File: config.mk
export PLATFORM = sky130hd
export DESIGN_NAME = qkd_sifted_key_reader
export DESIGN_NICKNAME = d
export VERILOG_FILES = /design/src/rtl/qkd_pkg.sv /design/src/rtl/qkd_bit_packer.sv /design/src/rtl/qkd_sifted_key_reader.sv
export SDC_FILE = /design/constraint.sdc
export NUM_CORES = 1
export LEC_CHECK = 0
export BUFFER_PORTS_ARGS = -buffer_cell sky130_fd_sc_hd__buf_2
export CORE_ASPECT_RATIO = 1.1
export CORE_MARGIN = 10
export CORE_UTILIZATION = 35
export DETAILED_ROUTE_END_ITERATION = 8
export PLACE_DENSITY = 0.6
export RECOVER_POWER = 100
export SYNTH_ARGS = -nofsm -noshare
export SYNTH_HDL_FRONTEND = slang
export SYNTH_HIERARCHICAL = 1
export SYNTH_SLANG_ARGS = --single-unit
File: constraint.sdc
create_clock -name clk -period 3.4 [get_ports clk]
set_clock_uncertainty 0.05 [all_clocks]
set_input_delay 1.02 -clock clk [delete_from_list [all_inputs] [get_ports clk]]
set_output_delay 1.02 -clock clk [all_outputs]
set_load 0.05 [all_outputs]
File: src/rtl/qkd_pkg.sv
// qkd_pkg: state encoding and default geometry shared by the QKD sifting blocks
package qkd_pkg;
    localparam int ADDR_W_DEF = 10;
    localparam int W_DEF      = 8;
    localparam logic [2:0] S_IDLE    = 3'd0;
    localparam logic [2:0] S_FETCH   = 3'd1;
    localparam logic [2:0] S_CAPTURE = 3'd2;
    localparam logic [2:0] S_SEND    = 3'd3;
    localparam logic [2:0] S_DONE    = 3'd4;
    typedef enum logic [2:0] {
        IDLE    = S_IDLE,
        FETCH   = S_FETCH,
        CAPTURE = S_CAPTURE,
        SEND    = S_SEND,
        DONE    = S_DONE
    } state_t;
endpackage

File: src/rtl/qkd_bit_packer.sv
// qkd_bit_packer: LSB-first packing of paired Alice/Bob key bits into W-bit words
module qkd_bit_packer #(
    parameter int W  = 8,
    parameter int BW = $clog2(W) + 1
) (
    input  logic          clk,
    input  logic          rst,
    input  logic          clear,
    input  logic          load,
    input  logic          a,
    input  logic          b,
    output logic [W-1:0]  word_a,
    output logic [W-1:0]  word_b,
    output logic [BW-1:0] bitcnt,
    output logic          full
);
    // The next load completes the word when one slot is left
    assign full = bitcnt == BW'(W - 1);

    // Clear wins over load; each load drops the bit pair into slot bitcnt
    always_ff @(posedge clk or posedge rst) begin
        if (rst) begin
            word_a <= '0;
            word_b <= '0;
            bitcnt <= '0;
        end else if (clear) begin
            word_a <= '0;
            word_b <= '0;
            bitcnt <= '0;
        end else if (load) begin
            word_a[bitcnt[BW-2:0]] <= a;
            word_b[bitcnt[BW-2:0]] <= b;
            bitcnt                 <= bitcnt + 1'b1;
        end
    end
endmodule

File: src/rtl/qkd_sifted_key_reader.sv
// qkd_sifted_key_reader: streams sifted key bits from the key BRAMs as packed words and counts a/b mismatches
module qkd_sifted_key_reader
    import qkd_pkg::*;
#(
    parameter int ADDR_W = ADDR_W_DEF,
    parameter int W      = W_DEF
) (
    input  logic                   clk,
    input  logic                   rst,
    input  logic                   start,
    input  logic [ADDR_W:0]        key_len,
    output logic                   rd_en,
    output logic [ADDR_W-1:0]      rd_addr,
    input  logic                   rd_data_a,
    input  logic                   rd_data_b,
    output logic                   out_valid,
    input  logic                   out_ready,
    output logic [W-1:0]           out_word_a,
    output logic [W-1:0]           out_word_b,
    output logic [$clog2(W):0]     out_nbits,
    output logic                   out_last,
    output logic [ADDR_W:0]        err_count,
    output logic                   busy,
    output logic                   done
);
    localparam int BW = $clog2(W) + 1;
    localparam logic [ADDR_W:0] DEPTH = (ADDR_W + 1)'(1) << ADDR_W;

    state_t          state;
    logic [ADDR_W:0] idx, len, idx_n, len_n;
    logic            accept, full;

    assign accept = start && (state == IDLE || state == DONE);
    assign idx_n  = idx + 1'b1;
    assign len_n  = key_len > DEPTH ? DEPTH : key_len;
    assign busy   = state != IDLE && state != DONE;
    assign done   = state == DONE;

    qkd_bit_packer #(.W(W), .BW(BW)) u_packer (
        .clk    (clk),
        .rst    (rst),
        .clear  (accept || (state == SEND && out_ready)),
        .load   (state == CAPTURE),
        .a      (rd_data_a),
        .b      (rd_data_b),
        .word_a (out_word_a),
        .word_b (out_word_b),
        .bitcnt (out_nbits),
        .full   (full)
    );

    // Readout sequencer: one FETCH/CAPTURE pair per bit, SEND once a word is full or the key ends
    always_ff @(posedge clk or posedge rst) begin
        if (rst) begin
            state     <= IDLE;
            idx       <= '0;
            len       <= '0;
            err_count <= '0;
            rd_en     <= 1'b0;
            rd_addr   <= '0;
            out_valid <= 1'b0;
            out_last  <= 1'b0;
        end else begin
            case (state)
                IDLE, DONE: begin
                    if (start) begin
                        len       <= len_n;
                        idx       <= '0;
                        err_count <= '0;
                        if (len_n == '0) begin
                            state <= DONE;
                        end else begin
                            state   <= FETCH;
                            rd_en   <= 1'b1;
                            rd_addr <= '0;
                        end
                    end
                end
                FETCH: begin
                    rd_en <= 1'b0;
                    state <= CAPTURE;
                end
                CAPTURE: begin
                    err_count <= err_count + {{ADDR_W{1'b0}}, rd_data_a ^ rd_data_b};
                    idx       <= idx_n;
                    if (full || idx_n == len) begin
                        state     <= SEND;
                        out_valid <= 1'b1;
                        out_last  <= idx_n == len;
                    end else begin
                        state   <= FETCH;
                        rd_en   <= 1'b1;
                        rd_addr <= idx_n[ADDR_W-1:0];
                    end
                end
                SEND: begin
                    if (out_ready) begin
                        out_valid <= 1'b0;
                        out_last  <= 1'b0;
                        if (out_last) begin
                            state <= DONE;
                        end else begin
                            state   <= FETCH;
                            rd_en   <= 1'b1;
                            rd_addr <= idx[ADDR_W-1:0];
                        end
                    end
                end
                default: state <= IDLE;
            endcase
        end
    end
endmodule

# Word-level counts from Yosys, hierarchy flattened

Cells that the tools add are included.

Flip-flop bits (word level): 69
Input port bits: 17
Logic and storage cells: 90
Output and inout port bits: 46

Multiplexer cells: 37
Bitwise logic cells: 1
Add/sub/neg operators: 3
Equal/unequal tests: 13
Reduce and logical (&&, ||, !) cells: 22
Order comparisons: 3

Operator list:

| operator              | count |
|---|---|
| $mux 10               | 5 |
| $pmux 11 s2           | 2 |
| $mux 8                | 4 |
| $pmux 10 s3           | 1 |
| $mux 11               | 2 |
| $bwmux 8              | 2 |
| $mux 3                | 4 |
| $ne 2x2->1 const B    | 6 |
| $pmux 3 s4            | 1 |
| $reduce_and 6->1      | 2 |
| $add 11x1->11         | 1 |
| $add 11x1->11 const B | 1 |
| $eq 11x11->1          | 1 |
| $gt 11x11->1 const B  | 1 |
| $logic_not 11->1      | 1 |
| $mux 1                | 9 |
| $mux 4                | 2 |
| $eq 3x2->1 const B    | 2 |
| $reduce_and 2->1      | 3 |
| $reduce_bool 2->1     | 3 |
| $reduce_bool 3->1     | 2 |
| $add 4x1->4 const B   | 1 |
| $eq 4x3->1 const B    | 1 |
| $logic_and 1x1->1     | 4 |
| 15 further kinds      | 18 |

# Logic depth before layout (Yosys ltp)

Depth in word-level cells: 7
Mapped depth: 9
Depth with buffers taken out: 9

# Modules after synthesis

The synthesis kept the hierarchy.

By module, submodules not included:

| module                | sequential area each (um^2) | area an instance (um^2) | cells an instance | instances |
|---|---|---|---|---|
| qkd_sifted_key_reader | 1226.2                      | 2775.2                  | 299               | 1 |
| qkd_bit_packer        | 500.5                       | 988.4                   | 83                | 1 |

# Least setup slack after synthesis

No wires, ideal clock.

Path type: flip-flop to flip-flop
Start: reg idx[1]
End: reg rd_addr[0]
Period minus slack after synthesis: 2.460 ns
Buffers on the path: 1
Arrival: 2.285 ns
Required time: 3.225 ns
Path slack: 0.940 ns
Setup time: 0.125 ns
Cell stages (with the launch flop): 9
Path through: dfrtp_1 ha_1 nand3_4 or4_1 a21boi_1 o2111ai_1 o211ai_2 buf_6 mux2_4

Word-level cells in the longest chain between the ends: 5

RTL lines:

| item                              | RTL line                     | source |
|---|---|---|
| start: declaration                | qkd_sifted_key_reader.sv:30  | `logic [ADDR_W:0] idx, len, idx_n, len_n;` |
| start signal: assignment          | qkd_sifted_key_reader.sv:85  | `idx <= idx_n;` |
| $add 11x1->11                     | qkd_sifted_key_reader.sv:34  | `assign idx_n = idx + 1'b1;` |
| $eq 11x11->1                      | qkd_sifted_key_reader.sv:86  | `if (full \|\| idx_n == len) begin` |
| $logic_or 1x1->1                  | qkd_sifted_key_reader.sv:86  |  |
| $ne 2x2->1 (no source line)       | -                            |  |
| $reduce_and 6->1 (no source line) | -                            |  |
| end signal: assignment            | qkd_sifted_key_reader.sv:93  | `rd_addr <= idx_n[ADDR_W-1:0];` |
| end signal: assignment            | qkd_sifted_key_reader.sv:105 | `rd_addr <= idx[ADDR_W-1:0];` |
| end: declaration                  | qkd_sifted_key_reader.sv:13  | `output logic [ADDR_W-1:0] rd_addr,` |

Every way passes these cells.
A chain may end at the register's enable or synchronous reset.

# Worst setup path in the final report

Start: reg state[2]
End: reg rd_addr[1]

Word-level cells in the longest chain between the ends: 4
Elaborated cells between the ends (all ways): 13
Classes of those cells: eq/ne (8); mux (1); reduce/logical (4)

RTL lines:

| item                                                             | RTL line                    | source |
|---|---|---|
| start: declaration                                               | qkd_sifted_key_reader.sv:29 | `state_t state;` |
| start signal: assignment                                         | qkd_sifted_key_reader.sv:55 | `state <= IDLE;` |
| start signal: assignment                                         | qkd_sifted_key_reader.sv:71 | `state <= DONE;` |
| start signal: assignment                                         | qkd_sifted_key_reader.sv:73 | `state <= FETCH;` |
| $eq 3x3->1 or $logic_not 3->1 (tied branches)                    | qkd_sifted_key_reader.sv:64 | `case (state)` |
| $reduce_or 2->1                                                  | qkd_sifted_key_reader.sv:64 |  |
| $ne 2x2->1 (no source line) or $reduce_bool 3->1 (tied branches) | -                           |  |
| $reduce_and 6->1 (no source line)                                | -                           |  |

Parallel ways exist; a longest one is shown, timed or not.

==> flow_summary.rst <==
.. list-table::
   :header-rows: 1

   * - Metric
     - Value
   * - Period Utilization, post-route
     - 88.46%
   * - Via count of the routed design
     - 2947
   * - Hpwl dp
     - 6.767 mm
   * - Worst Path Buf+Inv
     - 2
   * - Level count of the clock H-tree
     - 3
   * - Distinct cell type count of the synthesized netlist
     - 53
   * - Clk slew on worst S/H paths
     - 50 ps
   * - Aggregate negative setup slack
     - 0 ps
   * - Ratio of total power to cell area
     - 814.8 nW/um2
   * - Pin count of the biggest net entering global routing
     - 27
   * - Number of hold buffers added after CTS
     - 0
   * - Number of synthesized flops with an enable pin
     - 0
   * - Fraction of final layout cells sized beyond drive strength 1
     - 8.200%
   * - PnR worst setup slack
     - 392.2 ps
   * - Insertion delay of the later-clocked pin in the worst-skew pair
     - 330 ps
   * - Hold Fails Final Rpt
     - 0
   * - Max cap viols
     - 0
   * - Crit path DAT
     - 3170 ps
   * - Final slew viol count
     - 0
   * - Average routed wire per standard cell
     - 16.21 um
   * - Total CTS buffers
     - 9
   * - Final routed wirelength across all metal layers
     - 9.434 mm
   * - Buffer type at the clock tree root
     - clkbuf_16
   * - Count of buffers from port buffering
     - 62
   * - Flip-flop cell with the highest count after synthesis
     - dfrtp_1
   * - Peak supply drop
     - 0.4143 mV
   * - Run status
     - complete, no violations
   * - Max Freq
     - 0.3325 GHz
   * - DR pass1 iterations
     - 4
   * - Cell with the biggest individual delay on the critical path
     - clkbuf_1
   * - Post-synthesis to final-layout area growth
     - 15.43%
   * - Yosys warning total
     - 6
   * - Max_slew headroom
     - 6.305%
   * - Number of DRC markers in iteration 0
     - 148
   * - Worst slack at placement
     - 283.4 ps
   * - Maximum count of clock buffers along a single path
     - 2
   * - Longest individual stage delay on the worst path
     - 960 ps
   * - Die outline height
     - 128.8 um
   * - Time the final worst path needs with I/O delays and setup
     - 3008 ps
   * - Ratio of routed vias to standard cells
     - 5.064
   * - Placer's final routability congestion estimate
     - 0.8743
   * - Commonest cells in the netlist
     - dfrtp_1, o21ai_0, nand2_1, nand2b_1, nor2_1
   * - Synth area leader
     - dfrtp_1
   * - Fillers
     - 1112
   * - Vias in the first global route
     - 3101
   * - Antenna Cells
     - 0
   * - Type of the worst setup path
     - register to register
   * - Slew at the pin with the worst max-slew slack
     - 1405 ps
   * - Resized cells post-CTS
     - 0
   * - Type of the worst min-delay path
     - register to register
   * - Cell row count
     - 39
   * - Leakage power figure
     - 1.948 nW
   * - Req. time, crit path
     - 3570 ps
   * - Starting Density
     - 36.04%
   * - Sequential share of the synthesized area
     - 45.88%
   * - Mean Syn Cell Area
     - 9.852 um2
   * - Share of async-settable or async-resettable flops after synthesis
     - 100.0%
   * - Area contributors post-synth
     - dfrtp_1, mux2i_1, o21ai_0
   * - Post-synthesis instance area
     - 3764 um2
   * - Post-route antenna net violation count
     - 0
   * - Initial antenna violation count
     - 0
   * - CTS tree
     - built
   * - Area share of the leading cell type in the synthesized netlist
     - 45.88%
   * - Buffer count from post-CTS setup fixing
     - 0
   * - Drt drc
     - 0
   * - RSZ-0062 raised after global routing
     - no
   * - Total power
     - 3.539 mW
   * - Sinks on Clock Net
     - 69
   * - Post-synthesis net count
     - 403
   * - Endpoints failing setup
     - 0
   * - Overall track demand over capacity in global routing
     - 12.65%
   * - Critical Path Sink Type
     - register
   * - Most frequently used cell type in the post-synthesis netlist
     - dfrtp_1
   * - Cells after synthesis
     - 382
   * - Die boundary width
     - 118.9 um
   * - Launching element type of the critical path
     - register
   * - Cells along the critical path
     - and2b_1, nand2_1, inv_1, clkbuf_1, a22oi_1, o211ai_4, mux2_2
   * - Number of I/O pins
     - 63
   * - Global-route congestion overflow total
     - 0
   * - Kind of cell with the highest combined delay on the critical path
     - buffers and inverters
   * - Layout Nets
     - 458
   * - Die area
     - 15310 um2
   * - Flop and latch count out of synthesis
     - 69
   * - Area of the core region
     - 10440 um2
   * - Crit path max fanout
     - 26
   * - Wire length of the first global-routing pass
     - 15.95 mm
## stage by stage
stage               hold slack (ps)  cells  area, um2  util [%]
floorplan                     412.7    382       3764         -
global placement              427.1    569       4189     40.12
detailed placement            439.6    569       4189     40.12
CTS                           450.7    582       4458     42.69
global route                  469.2    582       4344     41.60
finish                        448.0    582       4344     41.60
## metal layers
layer	part of all wire, %	global-route usage [%]	wire (um)
met1	45	15.20	4277
met5	0	0	0
met2	47	20.50	4388
met4	1.7	5.895	159
met3	6.5	3.806	609
## worst paths after layout
kind | from | endpoint | slack (ps) | depth (start not counted)
min in group asynchronous | rst | u_packer/bitcnt[2]$_DFFE_PP0P_ | 780 | 2
max in group asynchronous | rst | err_count[7]$_DFFE_PP0P_ | 620 | 3
worst max-delay path | state[2]$_DFFE_PP0P_ | rd_addr[1]$_DFFE_PP0P_ | 390 | 7
worst min-delay path | err_count[7]$_DFFE_PP0P_ | err_count[7]$_DFFE_PP0P_ | 450 | 1
worst max register to register | state[2]$_DFFE_PP0P_ | rd_addr[1]$_DFFE_PP0P_ | 390 | 7
worst min register to register | err_count[7]$_DFFE_PP0P_ | err_count[7]$_DFFE_PP0P_ | 450 | 1
## kinds of logic after synthesis
family          count (synthesis)  share of synthesized area (%)
compound gates                 86                          13.93
buf+inv                        36                          4.322
simple gates                  132                          19.35
flops                          69                          45.88
fa+ha+maj                       4                          1.330
xor+xnor                       22                          5.120
mux                            33                          10.07
## state kept, by name, indices dropped and copies added, names as in the netlist
register	cells
err_count	11
idx	11
len	11
out_last	1
out_valid	1
rd_addr	10
rd_en	1
state	3
u_packer/bitcnt	4
u_packer/word_a	8
u_packer/word_b	8
## power breakdown
part / switching, mW / leakage, nW / internal (mW)
registers: 0.192 / 0.931 / 1.00
logic: 0.984 / 0.882 / 0.471
clock network: 0.336 / 0.134 / 0.553
total: 1.51 / 1.95 / 2.03
## layout make-up
class,count,area (um2),area share [%]
inverters,11,41.29,0.9505
multi-input cells,277,1844,42.45
clock inverters,3,40.04,0.9217
well taps,143,178.9,4.119
flip-flops and latches,69,1727,39.75
repair buffers,69,284.0,6.538
clock buffers,10,229.0,5.271
## layout by cell type, fill, tap and decap left out, drive strengths merged, types with 3 or more instances in the layout
| master | count |
|---|---|
| dfrtp | 69 |
| clkbuf | 63 |
| o21ai | 39 |
| nand2 | 29 |
| nand2b | 28 |
| nor2 | 24 |
| mux2i | 21 |
| a21oi | 17 |
| xnor2 | 16 |
| buf | 16 |
| nand3 | 12 |
| mux2 | 12 |
| inv | 11 |
| a22o | 7 |
| o31ai | 6 |
| nor3 | 6 |
| xor2 | 6 |
| and3 | 5 |
| and2 | 4 |
| ha | 4 |
| and4 | 3 |
| nand4 | 3 |
| a31oi | 3 |
| nand4b | 3 |
(Power assumes the default switching activity.)
